$ cat src/rtl/alu_seq_pkg.sv
// Shared opcodes, FSM state encoding and the single-cycle operation helper
// for the power-gateable sequential ALU.
package alu_seq_pkg;

  localparam logic [3:0] OP_ADD  = 4'b0000;
  localparam logic [3:0] OP_SUB  = 4'b0001;
  localparam logic [3:0] OP_AND  = 4'b0010;
  localparam logic [3:0] OP_OR   = 4'b0011;
  localparam logic [3:0] OP_XOR  = 4'b0100;
  localparam logic [3:0] OP_NOR  = 4'b0101;
  localparam logic [3:0] OP_SLL  = 4'b0110;
  localparam logic [3:0] OP_XNOR = 4'b0111;
  localparam logic [3:0] OP_MUL  = 4'b1000;
  localparam logic [3:0] OP_DIV  = 4'b1001;
  localparam logic [3:0] OP_SRL  = 4'b1010;
  localparam logic [3:0] OP_SRA  = 4'b1011;

  // Helper works on a fixed wide datapath; callers extend operands and truncate to W.
  localparam int ALU_MAXW = 64;
  localparam int ALU_SHW  = 6;

  typedef enum logic [2:0] {
    IDLE  = 3'd0,
    EXEC1 = 3'd1,
    MUL   = 3'd2,
    DIV   = 3'd3,
    DONE  = 3'd4
  } state_e;

  function automatic logic [ALU_MAXW-1:0] alu_sc_op(
    input logic [3:0]          op,
    input logic [ALU_MAXW-1:0] a,
    input logic [ALU_MAXW-1:0] b,
    input logic [ALU_SHW-1:0]  sh
  );
    logic [ALU_MAXW-1:0] r;
    case (op)
      OP_ADD:  r = a + b;
      OP_SUB:  r = a - b;
      OP_AND:  r = a & b;
      OP_OR:   r = a | b;
      OP_XOR:  r = a ^ b;
      OP_NOR:  r = ~(a | b);
      OP_XNOR: r = ~(a ^ b);
      OP_SLL:  r = a << sh;
      OP_SRL:  r = a >> sh;
      OP_SRA:  r = $signed(a) >>> sh;
      default: r = {ALU_MAXW{1'b0}};
    endcase
    return r;
  endfunction

endpackage

$ cat src/rtl/alu_seq_muldiv.sv
// Iterative datapath: shift-add unsigned multiply and restoring unsigned
// divide, one bit per cycle for W cycles after a start pulse.
module alu_seq_muldiv
  import alu_seq_pkg::*;
#(
  parameter int W = 16
) (
  input  logic         clk,
  input  logic         rst_n,
  input  logic         i_clr,
  input  logic         i_start,
  input  logic         i_is_div,
  input  logic [W-1:0] i_a,
  input  logic [W-1:0] i_b,
  output logic         o_done,
  output logic [W-1:0] o_lo,
  output logic [W-1:0] o_hi
);

  localparam int SHW = $clog2(W);
  localparam logic [SHW-1:0] LAST = SHW'(W - 1);

  logic           r_busy;
  logic           r_div;
  logic [SHW-1:0] r_cnt;
  logic [W-1:0]   r_hi;
  logic [W-1:0]   r_lo;
  logic [W-1:0]   r_m;

  logic [W:0]     w_sum;
  logic [W:0]     w_shift;
  logic [W:0]     w_trial;
  logic [W-1:0]   w_hi_nx;
  logic [W-1:0]   w_lo_nx;

  // MUL keeps {hi,lo} as the product shifting right; DIV keeps remainder in hi, quotient shifting into lo.
  always_comb begin
    w_sum   = {1'b0, r_hi} + (r_lo[0] ? {1'b0, r_m} : {(W+1){1'b0}});
    w_shift = {r_hi, r_lo[W-1]};
    w_trial = w_shift - {1'b0, r_m};
    w_hi_nx = r_hi;
    w_lo_nx = r_lo;
    if (r_div) begin
      if (!w_trial[W]) begin
        w_hi_nx = w_trial[W-1:0];
        w_lo_nx = {r_lo[W-2:0], 1'b1};
      end else begin
        w_hi_nx = w_shift[W-1:0];
        w_lo_nx = {r_lo[W-2:0], 1'b0};
      end
    end else begin
      w_hi_nx = w_sum[W:1];
      w_lo_nx = {w_sum[0], r_lo[W-1:1]};
    end
  end

  // Iteration registers and bit counter.
  always_ff @(posedge clk or negedge rst_n) begin
    if (!rst_n) begin
      r_busy <= 1'b0;
      r_div  <= 1'b0;
      r_cnt  <= {SHW{1'b0}};
      r_hi   <= {W{1'b0}};
      r_lo   <= {W{1'b0}};
      r_m    <= {W{1'b0}};
    end else if (i_clr) begin
      r_busy <= 1'b0;
      r_div  <= 1'b0;
      r_cnt  <= {SHW{1'b0}};
      r_hi   <= {W{1'b0}};
      r_lo   <= {W{1'b0}};
      r_m    <= {W{1'b0}};
    end else if (i_start) begin
      r_busy <= 1'b1;
      r_div  <= i_is_div;
      r_cnt  <= {SHW{1'b0}};
      r_hi   <= {W{1'b0}};
      r_lo   <= i_is_div ? i_a : i_b;
      r_m    <= i_is_div ? i_b : i_a;
    end else if (r_busy) begin
      r_hi <= w_hi_nx;
      r_lo <= w_lo_nx;
      if (r_cnt == LAST) begin
        r_busy <= 1'b0;
        r_cnt  <= {SHW{1'b0}};
      end else begin
        r_cnt <= r_cnt + SHW'(1);
      end
    end else begin
      r_busy <= r_busy;
    end
  end

  assign o_done = r_busy & (r_cnt == LAST);
  assign o_lo   = r_lo;
  assign o_hi   = r_hi;

endmodule

$ cat src/rtl/alu_seq_pg.sv
// Power-gateable sequential ALU: valid/ready handshake, FSM, registered
// results, synchronous power-off clear and combinational output isolation.
module alu_seq_pg
  import alu_seq_pkg::*;
#(
  parameter int W   = 16,
  parameter int SHW = $clog2(W)
) (
  input  logic         clk,
  input  logic         rst_n,
  input  logic         i_pwr_en,
  input  logic         i_iso_en,
  input  logic         i_in_valid,
  output logic         o_in_ready,
  input  logic [W-1:0] i_op_a,
  input  logic [W-1:0] i_op_b,
  input  logic [3:0]   i_opcode,
  output logic         o_out_valid,
  input  logic         i_out_ready,
  output logic [W-1:0] o_result,
  output logic [W-1:0] o_result_hi,
  output logic         o_flag_zero,
  output logic         o_flag_carry,
  output logic         o_flag_div0
);

  state_e r_state, w_state_nx;

  logic [W-1:0] r_a, r_b;
  logic [3:0]   r_op;
  logic         r_out_valid;
  logic [W-1:0] r_result, r_result_hi;
  logic         r_zero, r_carry, r_div0;

  logic                w_in_ready, w_accept, w_out_hs, w_start, w_done;
  logic [W-1:0]        w_md_lo, w_md_hi, w_sc;
  logic [ALU_MAXW-1:0] w_a_ext;
  logic [W-1:0]        w_res, w_res_hi;
  logic                w_carry, w_div0;

  assign w_in_ready = rst_n & (r_state == IDLE) & i_pwr_en & ~i_iso_en;
  assign w_accept   = i_in_valid & w_in_ready;
  // Consumer cannot see out_valid while isolated, so no handshake then.
  assign w_out_hs   = r_out_valid & i_out_ready & ~i_iso_en;
  assign w_start    = w_accept & ((i_opcode == OP_MUL) |
                                  ((i_opcode == OP_DIV) & (i_op_b != {W{1'b0}})));

  alu_seq_muldiv #(.W(W)) u_muldiv (
    .clk      (clk),
    .rst_n    (rst_n),
    .i_clr    (~i_pwr_en),
    .i_start  (w_start),
    .i_is_div (i_opcode == OP_DIV),
    .i_a      (i_op_a),
    .i_b      (i_op_b),
    .o_done   (w_done),
    .o_lo     (w_md_lo),
    .o_hi     (w_md_hi)
  );

  // State register.
  always_ff @(posedge clk or negedge rst_n) begin
    if (!rst_n) begin
      r_state <= IDLE;
    end else begin
      r_state <= w_state_nx;
    end
  end

  // Next-state logic; power-off forces IDLE.
  always_comb begin
    w_state_nx = r_state;
    if (!i_pwr_en) begin
      w_state_nx = IDLE;
    end else begin
      case (r_state)
        IDLE: begin
          if (w_accept) begin
            case (i_opcode)
              OP_MUL:  w_state_nx = MUL;
              OP_DIV:  w_state_nx = DIV;
              default: w_state_nx = EXEC1;
            endcase
          end else begin
            w_state_nx = IDLE;
          end
        end
        EXEC1: w_state_nx = DONE;
        MUL: begin
          if (w_done) w_state_nx = DONE;
          else        w_state_nx = MUL;
        end
        DIV: begin
          if ((r_b == {W{1'b0}}) || w_done) w_state_nx = DONE;
          else                               w_state_nx = DIV;
        end
        DONE: begin
          if (w_out_hs) w_state_nx = IDLE;
          else          w_state_nx = DONE;
        end
        default: w_state_nx = IDLE;
      endcase
    end
  end

  // Latched request operands.
  always_ff @(posedge clk or negedge rst_n) begin
    if (!rst_n) begin
      r_a  <= {W{1'b0}};
      r_b  <= {W{1'b0}};
      r_op <= 4'b0000;
    end else if (!i_pwr_en) begin
      r_a  <= {W{1'b0}};
      r_b  <= {W{1'b0}};
      r_op <= 4'b0000;
    end else if (w_accept) begin
      r_a  <= i_op_a;
      r_b  <= i_op_b;
      r_op <= i_opcode;
    end else begin
      r_op <= r_op;
    end
  end

  // SRA needs A sign-extended into the wide helper; every other op zero-extends.
  always_comb begin
    if (r_op == OP_SRA) w_a_ext = ALU_MAXW'($signed(r_a));
    else                w_a_ext = ALU_MAXW'(r_a);
  end

  assign w_sc = W'(alu_sc_op(r_op, w_a_ext, ALU_MAXW'(r_b), ALU_SHW'(r_b[SHW-1:0])));

  // Result selection and flags for the value loaded into the output registers.
  always_comb begin
    w_res    = w_sc;
    w_res_hi = {W{1'b0}};
    w_carry  = 1'b0;
    w_div0   = 1'b0;
    case (r_op)
      OP_ADD: w_carry = (w_sc < r_a);
      OP_SUB: w_carry = (r_a < r_b);
      OP_MUL: begin
        w_res    = w_md_lo;
        w_res_hi = w_md_hi;
      end
      OP_DIV: begin
        if (r_b == {W{1'b0}}) begin
          w_res    = {W{1'b1}};
          w_res_hi = r_a;
          w_div0   = 1'b1;
        end else begin
          w_res    = w_md_lo;
          w_res_hi = w_md_hi;
        end
      end
      default: w_carry = 1'b0;
    endcase
  end

  // Output registers: loaded on the first DONE cycle, held until the handshake.
  always_ff @(posedge clk or negedge rst_n) begin
    if (!rst_n) begin
      r_out_valid <= 1'b0;
      r_result    <= {W{1'b0}};
      r_result_hi <= {W{1'b0}};
      r_zero      <= 1'b0;
      r_carry     <= 1'b0;
      r_div0      <= 1'b0;
    end else if (!i_pwr_en) begin
      r_out_valid <= 1'b0;
      r_result    <= {W{1'b0}};
      r_result_hi <= {W{1'b0}};
      r_zero      <= 1'b0;
      r_carry     <= 1'b0;
      r_div0      <= 1'b0;
    end else if ((r_state == DONE) && !r_out_valid) begin
      r_out_valid <= 1'b1;
      r_result    <= w_res;
      r_result_hi <= w_res_hi;
      r_zero      <= (w_res == {W{1'b0}});
      r_carry     <= w_carry;
      r_div0      <= w_div0;
    end else if (w_out_hs) begin
      r_out_valid <= 1'b0;
    end else begin
      r_out_valid <= r_out_valid;
    end
  end

  assign o_in_ready   = w_in_ready;
  assign o_out_valid  = r_out_valid & ~i_iso_en;
  assign o_result     = i_iso_en ? {W{1'b0}} : r_result;
  assign o_result_hi  = i_iso_en ? {W{1'b0}} : r_result_hi;
  assign o_flag_zero  = r_zero  & ~i_iso_en;
  assign o_flag_carry = r_carry & ~i_iso_en;
  assign o_flag_div0  = r_div0  & ~i_iso_en;

endmodule
$ cat config.mk
export PLATFORM = sky130hd
export DESIGN_NAME = alu_seq_pg
export DESIGN_NICKNAME = d
export VERILOG_FILES = /design/src/rtl/alu_seq_pkg.sv /design/src/rtl/alu_seq_muldiv.sv /design/src/rtl/alu_seq_pg.sv
export SDC_FILE = /design/constraint.sdc
export NUM_CORES = 1
export LEC_CHECK = 0
export ABC_AREA = 1
export CAP_MARGIN = 20
export CORE_UTILIZATION = 45
export DETAILED_ROUTE_END_ITERATION = 10
export GPL_TIMING_DRIVEN = 0
export SLEW_MARGIN = 20
export SYNTH_ARGS = -nofsm -noshare
export SYNTH_HDL_FRONTEND = slang
export SYNTH_HIERARCHICAL = 1
export SYNTH_SLANG_ARGS = --single-unit
$ cat constraint.sdc
create_clock -name clk -period 9.5 [get_ports clk]
set_input_delay 1.9 -clock clk [delete_from_list [all_inputs] [get_ports clk]]
set_output_delay 1.9 -clock clk [all_outputs]
set_load 0.02 [all_outputs]
Yosys cells after proc, flatten, opt, wreduce, memory -nomap -nowiden
Index checks and enable logic that the tools add are counted.

Bits in registers: 129. Input bits: 42. Output and inout bits: 37.

$add $sub $neg: 5. Order comparisons: 2. Eq/ne operators: 23. Shift-type cells: 3. Mux-type cells: 62. Bitwise operators: 20. Reductions and logical operators: 8.

Operators by type and width (count): $mux 16 (26); $pmux 16 s10 (1); $mux 64 (1); $pmux 16 s2 (2); $shl 64x4->16 (1); $shr 64x4->16 (1); $sshr 64x4->16 (1); $logic_not 16->1 (2); $lt 16x16->1 (2); $not 16->16 (2); $eq 4x4->1 const B (7); $mux 4 (6); $mux 1 (18); $add 16x17->17 (1); $sub 17x16->17 (1); $add 16x16->16 (1); $and 16x16->16 (1); $eq 4x3->1 const B (4); $or 16x16->16 (1); $reduce_bool 16->1 (1); $sub 16x16->16 (1); $xor 16x16->16 (1); $mux 3 (5); $pmux 3 s5 (1); other kinds (18) (35).

Depth between registers and ports, before layout
Gate-level depths: netlist (run 1).

Depth after elaboration: 9. Mapped depth: 26. Gate-level depth less buffers: 24.

Hierarchy
The synthesis (run 1) kept the hierarchy.

By module, submodules not included: alu_seq_pg (times used 1, cells each 1382, area an instance 8436.8 sq um, sequential area each 1876.8 sq um); alu_seq_muldiv (times used 1, cells each 775, area an instance 5086.1 sq um, sequential area each 1351.3 sq um).

Least setup slack after synthesis (run 1)
No wires, ideal clock.

Path type: input -> output. Start point: input port i_pwr_en. End point: output port o_in_ready. Arrival time: 2.680 ns. Data required time: 7.600 ns. Setup slack: 4.920 ns. Stages: 3. Buffers on the path: 1. Cells stage by stage: inv_2 > nor3_2 > clkbuf_1.

Longest elaborated chain between the ends: 2.

Ends and longest elaborated chain: from (decl) (line alu_seq_pg.sv:11) `input logic i_pwr_en,`; $and 1x1->1 (2 in series) (line alu_seq_pg.sv:41) `assign w_in_ready = rst_n & (r_state == IDLE) & i_pwr_en & ~i_iso_en;`; to (decl) (line alu_seq_pg.sv:14) `output logic o_in_ready,`.

No other way between the ends.

Worst setup path after layout (run 1)
Ends and elaborated chain as after synthesis.

==> impl_metrics.yaml, run 1 <==
pwr:
  sequentialPowerShare_pct: 34.8
  finalPower_mw: 1.65
  p_leak_nw: 7.61
  p_int_mw: 1.10
  power_switching_mw: 0.549
  combPwrFrac_pct: 23.7
  clkPwrFrac_pct: 41.6
  power_density_nw_per_um2: 107
  ir_drop_uv: 114
  swShare_pct: 33.3
drt:
  vias: 15138
  drt-total-wl_um: 56400
  wl_per_cell_um: 21.2
  drtAntennaViolNets: 0
  dr.first_iter.drc_count: 1730
  drc: 0
  routed_via_density: 5.70
  drtPass1Iterations: 6
logic_synthesis:
  synth_ff_type: "dfrtp_1"
  syn_area_um2: 13500
  synth.area.top_cells: "dfrtp_1, nand2_1, ha_1, nand3_1, inv_1"
  yosys.area.top_type_share_pct: 23.9
  synth_nets: 2302
  async_flop_share_pct: 100
  synthCells: 2157
  synth_largest_area_cell: "dfrtp_1"
  ys_seq_elements: 129
  synth.avg_cell_area_um2: 6.27
  synth_cell_types: 67
  synth_edf_count: 0
  synth-warning-count: 6
  synth-seq-area-share_pct: 23.9
cts:
  cts_buffers: 17
  cts.clk_slew.worst_paths_ns: 0.06
  cts.path.max_buffers: 2
  clock-root-buffer: "clkbuf_16"
  clock_latency_ns: 0.43
  clkSinkCount: 129
  htree_levels: 4
  postCtsSetupRepairBufs: 0
  holdBufCountCts: 0
  cts.repair.resized: 0
  cts_tree: "built"
final_layout:
  regArea_um2: 3230
  finalInstanceArea_um2: 15400
  final_core_util_pct: 52.0
  nFillCells: 3112
  diodes: 0
  syn_to_final_growth_pct: 14.0
  multi_input_area_um2: 8690
  instances_no_fill: 2657
  nets: 2399
  drive_above_1_share_pct: 6.88
critical_path:
  critPathKind: "input port to primary output"
  critical_path.slowest_cell: "clkdlybuf4s50_1"
  r2r_cells: 22
  max_stage_delay_ns: 0.71
  path_cells: "clkdlybuf4s50_1, inv_2, nor3_2, clkbuf_1, clkdlybuf4s50_1"
  end_kind: "primary output"
  crit_required_ns: 7.60
  crit_fanout: 10
  rr_endpoint: "r_carry"
  r2r_setup_slack_ns: 4.65
  worst_setup_path_start_kind: "input port"
  r2r-start: "r_b[2]"
  crit_top_cell: "clkdlybuf4s50_1"
  arrival_ns: 4.26
run:
  cap_violations: 0
grt:
  grt_pass1_vias: 14001
  grt_pass1_wl_um: 84600
  track_usage_pct: 36.8
  grt_start_max_net_pins: 67
  grt_overflow_total: 0
  antenna_found_initial: 1
placement:
  place.gp.congestion: 1.07
  place_area_um2: 14800
  dp_hpwl_um: 45900
  numPortBuffers: 77
  dp_cells: 2625
min_path:
  hold_class: "flop to flop"
  hold_path_end: "r_carry"
  hold_depth: 2
  min_from: "r_carry"
floorplanning:
  rows: 63
  io_pins: 79
  die_h_um: 175
  core_area_um2: 29600
  die_area_um2: 30700
  dieWidth_um: 175
  initial_utilization_pct: 45.6
timing:
  finalHoldViolCount: 0
  period_share_pct: 64.8
  min_period_ns: 6.16
  relSlewSlack_pct: 43.8
  fmax_mhz: 162
  skew_ns: 0.0127
  worst_pin_slew_ns: 0.840
  rsz0062_at_grt: "false"
  final_max_slew_viol_count: 0
  setup_viol: 0
run_status:
  status: "finished, final reports clean"
cell families (layout without fill, tap and decap cells):
logic type	Yosys count	count (layout)	share of synthesized area (%)
AO/OA/AOI/OAI	389	389	16.3
AND/OR/NAND/NOR	1121	1121	36.4
adder cells (fa/ha/maj)	103	103	9.75
multiplexers	16	16	1.18
XOR/XNOR	10	10	0.648
buffers and inverters	389	499	11.9
flip-flops	129	129	23.9
registers in the layout, summed over array words and instances (netlist names), 3 cells and up:
register / cells
r_a: 16
r_b: 16
r_result: 16
r_result_hi: 16
u_muldiv/o_hi: 16
u_muldiv/o_lo: 16
u_muldiv/r_m: 16
r_op: 4
u_muldiv/r_cnt: 4
r_state: 3
synth_stat cells, types with 6 or more instances:
cell	number
o21bai_1	9
nor2_4	8
nand3_1	242
buf_4	6
nand4_1	30
nand2_1	579
ha_1	99
clkbuf_1	42
nor3_1	11
inv_2	12
buf_6	7
a32o_1	7
o211ai_1	24
nor2_1	172
nor2_2	12
inv_1	286
a21oi_1	90
o21ai_1	11
mux2i_1	16
nand3b_1	7
o22ai_1	37
buf_2	20
nand2_2	27
dfrtp_1	129
or2_2	9
o21ai_0	184
per-stage QoR:
stage                     hold slack (ns)  TNS (ns)  setup slack (ns)
after floorplan                     0.449         0              4.92
after global placement              0.470    -23.82             -1.34
after detailed placement            0.469         0              3.41
after CTS                           0.489         0              3.41
after global routing                0.521         0              3.30
final                               0.490         0              3.34
worst max-delay path: cells and delay by family:
kind	cells	cell delay [ns]
buffers and inverters	4	1.82
and+or+nand+nor	1	0.53
placed cells by master (no fill, tap or decap), drive strengths merged, types with 24 or more instances in the layout:
| cell | n |
|---|---|
| nand2 | 610 |
| inv | 303 |
| nand3 | 247 |
| o21ai | 196 |
| nor2 | 192 |
| dfrtp | 129 |
| ha | 99 |
| a21oi | 92 |
| clkdlybuf4s50 | 76 |
| clkbuf | 66 |
| buf | 40 |
| o22ai | 37 |
| nand4 | 30 |
| o211ai | 24 |
layer usage:
metal	global-route usage [%]	up-vias	part of all wire (%)
li1	-	7277	-
met1	47.4	7029	42
met2	59.0	692	45
met3	4.74	138	6.8
met4	22.0	2	6.0
met5	0	-	0.023
layout make-up:
cell class,instances,area share [%]
Tap cell,390,3.16
Inverter,305,7.47
Clock inverter,11,0.998
Multi-Input combinational cell,1639,56.4
Timing Repair Buffer,78,5.21
Sequential cell,129,20.9
Buffer,84,2.94
Clock buffer,21,2.92
power groups by stage:
stage | Clock (mW) | Sequential, mW | Combinational, mW
final | 0.684 | 0.572 | 0.390
after global routing | 0.717 | 0.572 | 0.426
after CTS | 0.691 | 0.571 | 0.379
after detailed placement | 0 | 0.581 | 0.378
after global placement | 0 | 0.581 | 0.374
after floorplan | 0 | 0.574 | 0.236
how the worst max path moves through the flow:
| stage | startpoint | cells after the start | slack [ns] | to |
|---|---|---|---|---|
| 2_1_floorplan | i_pwr_en | 3 | 4.92 | o_in_ready |
| 3_3_place_gp | rst_n | 5 | -1.34 | o_in_ready |
| 3_5_place_dp | i_pwr_en | 5 | 3.41 | o_in_ready |
| 4_1_cts | i_pwr_en | 5 | 3.41 | o_in_ready |
| 5_1_grt | i_pwr_en | 5 | 3.30 | o_in_ready |
| 6_report | i_pwr_en | 5 | 3.34 | o_in_ready |
(Power assumes the default switching activity.)
==> run 2, diff against run 1 <==
clock period = 5.8 ns   (was 9.5 ns; I/O delays follow)
==> results of run 2 <==
The final DEF is identical to that of run 1. Status: finished, final reports clean.
Among the figures that moved: setup slack after placement 3.41 ns -> 1.16 ns; setup slack after layout 3.34 ns -> 0.946 ns; start point of the critical path i_pwr_en -> r_b[2]; end point of the critical path o_in_ready -> r_carry; register-to-register setup slack 4.65 ns -> 0.95 ns; total power 1.65 mW -> 2.70 mW; worst IR drop on VDD 114 uV -> 186 uV
==> run 3, diff against run 2 <==
PLACE_DENSITY = 0.65   (was default)
clock period = 4.3 ns   (was 5.8 ns; I/O delays follow)
==> impl_metrics.yaml, run 3 (synthesis gave the netlist of run 1 again) <==
critical_path:
  crit_required_ns: 4.68
  end_kind: "flop"
  r2r_setup_slack_ns: 0.24
  max_stage_delay_ns: 0.67
  cpLargestDelayFamily: "simple AND/OR/NAND/NOR gates"
  crit_top_cell: "nand2_1"
  worst_setup_path_start_kind: "flop"
  crit_buf_inv: 2
  arrival_ns: 4.44
  path_cells: "inv_1, ha_1, clkinv_1, a21oi_1, nand3_1, or2_2, ha_1, a21oi_1, o21ai_0, a2111oi_1, nand2_1, nand2_1, nand2_1, nand2_1"
  critPathKind: "flop to flop"
  crit_fanout: 9
  critical_path.slowest_cell: "dfrtp_1"
placement:
  numPortBuffers: 77
  dp_hpwl_um: 45500
  place.gp.congestion: 1.03
drt:
  drtPass1Iterations: 5
  routed_via_density: 5.75
  vias: 15301
  drt-total-wl_um: 55900
  drtAntennaViolNets: 0
  drc: 0
  dr.first_iter.drc_count: 1623
  wl_per_cell_um: 21.0
timing:
  period_share_pct: 94.4
  hold_slack_ns: 0.331
  skew_ns: 0.0140
  setup_viol: 0
  fmax_mhz: 246
  finalHoldViolCount: 0
  min_period_ns: 4.06
  final_max_slew_viol_count: 0
  relSlewSlack_pct: 41.6
  worst_pin_slew_ns: 0.872
final_layout:
  syn_to_final_growth_pct: 14.5
  final_common_cell: "nand2_1"
  diodes: 0
  nFillCells: 3111
  final_cell_mix: "nand2_1, inv_1, nand3_1"
  nets: 2402
  final_core_util_pct: 52.2
  drive_above_1_share_pct: 7.67
min_path:
  hold_class: "input port to asynchronous set/reset pin"
cts:
  cts.path.max_buffers: 2
  cts.clk_slew.worst_paths_ns: 0.07
  clock-root-buffer: "clkbuf_16"
  clock_latency_ns: 0.44
  cts_buffers: 17
  cts_tree: "built"
  htree_levels: 4
  clkSinkCount: 129
grt:
  antenna_found_initial: 0
  track_usage_pct: 36.5
  grt.busiest_layer: "met2"
  grt_overflow_total: 0
  use_met2_pct: 58.9
  grt_start_max_net_pins: 75
  grt_pass1_wl_um: 84400
  grt_pass1_vias: 14238
  use_met1_pct: 47.1
  met3_usage_pct: 4.81
floorplanning:
  initial_utilization_pct: 45.6
  io_pins: 79
  rows: 63
  die_h_um: 175
  core_area_um2: 29600
  die_area_um2: 30700
  dieWidth_um: 175
run:
  cap_violations: 0
pwr:
  power_density_nw_per_um2: 236
  ir_drop_uv: 256
  p_leak_nw: 7.62
run_status:
  status: "finished, final reports clean"
==> run 3: cell types whose count changed in the layout (fill, tap and decap cells not counted), sizes merged <==
cell / change
clkinvlp: +1
clkbuf: -5
clkinv: -1
bufinv: -1
inv: +4
buf: +5
==> run 3: repair_timing <==
item                       in CTS  in global routing
setup buffers                   0                  6
hold buffers                    0                  0
setup endpoints to repair       1                  1
resized for setup               1                 18
pin swaps                       0                  2
==> run 3: area by class of cell <==
| class | instances | area (um^2) | area share, % |
|---|---|---|---|
| multi-input combinational | 1639 | 8700 | 56.2 |
| buffer | 81 | 444 | 2.87 |
| timing repair buffer | 84 | 848 | 5.48 |
| clock buffer | 18 | 439 | 2.84 |
| sequential | 129 | 3240 | 20.9 |
| clock inverter | 14 | 166 | 1.07 |
| tap | 390 | 488 | 3.15 |
| inverter | 305 | 1160 | 7.49 |
==> run 3: stage by stage <==
stage | setup slack [ns] | std cells | setup TNS [ns] | total power, mW | instance area, um^2
3_5_place_dp | -0.245 | 2625 | -0.600 | 2.11 | 14800
2_1_floorplan | 0.746 | 2157 | 0 | 1.79 | 13500
5_1_grt | -0.0152 | 2660 | -0.0152 | 3.79 | 15500
6_report | 0.240 | 2660 | 0 | 3.65 | 15500
4_1_cts | 0.0841 | 2655 | 0 | 3.62 | 15400
3_3_place_gp | -4.96 | 2624 | -772.14 | 2.10 | 14800
==> run 3: final timing paths <==
path                       startpoint  endpoint  depth (start not counted)
max                           r_a[13]   r_carry                         14
max in group asynchronous       rst_n    r_a[3]                          2
min                             rst_n   r_b[15]                          1
min in group clk               r_zero    r_zero                          2
min reg2reg                    r_zero    r_zero                          2
max reg2reg                   r_a[13]   r_carry                         14
==> run 3: report_power, final <==
part / internal [mW] / switching (mW)
clock: 0.890 / 0.643
sequential: 1.23 / 0.0330
combinational: 0.263 / 0.593
==> run 3: per-layer routing <==
metal	vias to the layer above	share of wire [%]	wire [um]
li1	7277	-	-
met1	7169	41	22900
met2	698	45	25400
met3	157	7.3	4100
met4	0	6.2	3480
met5	-	0	0
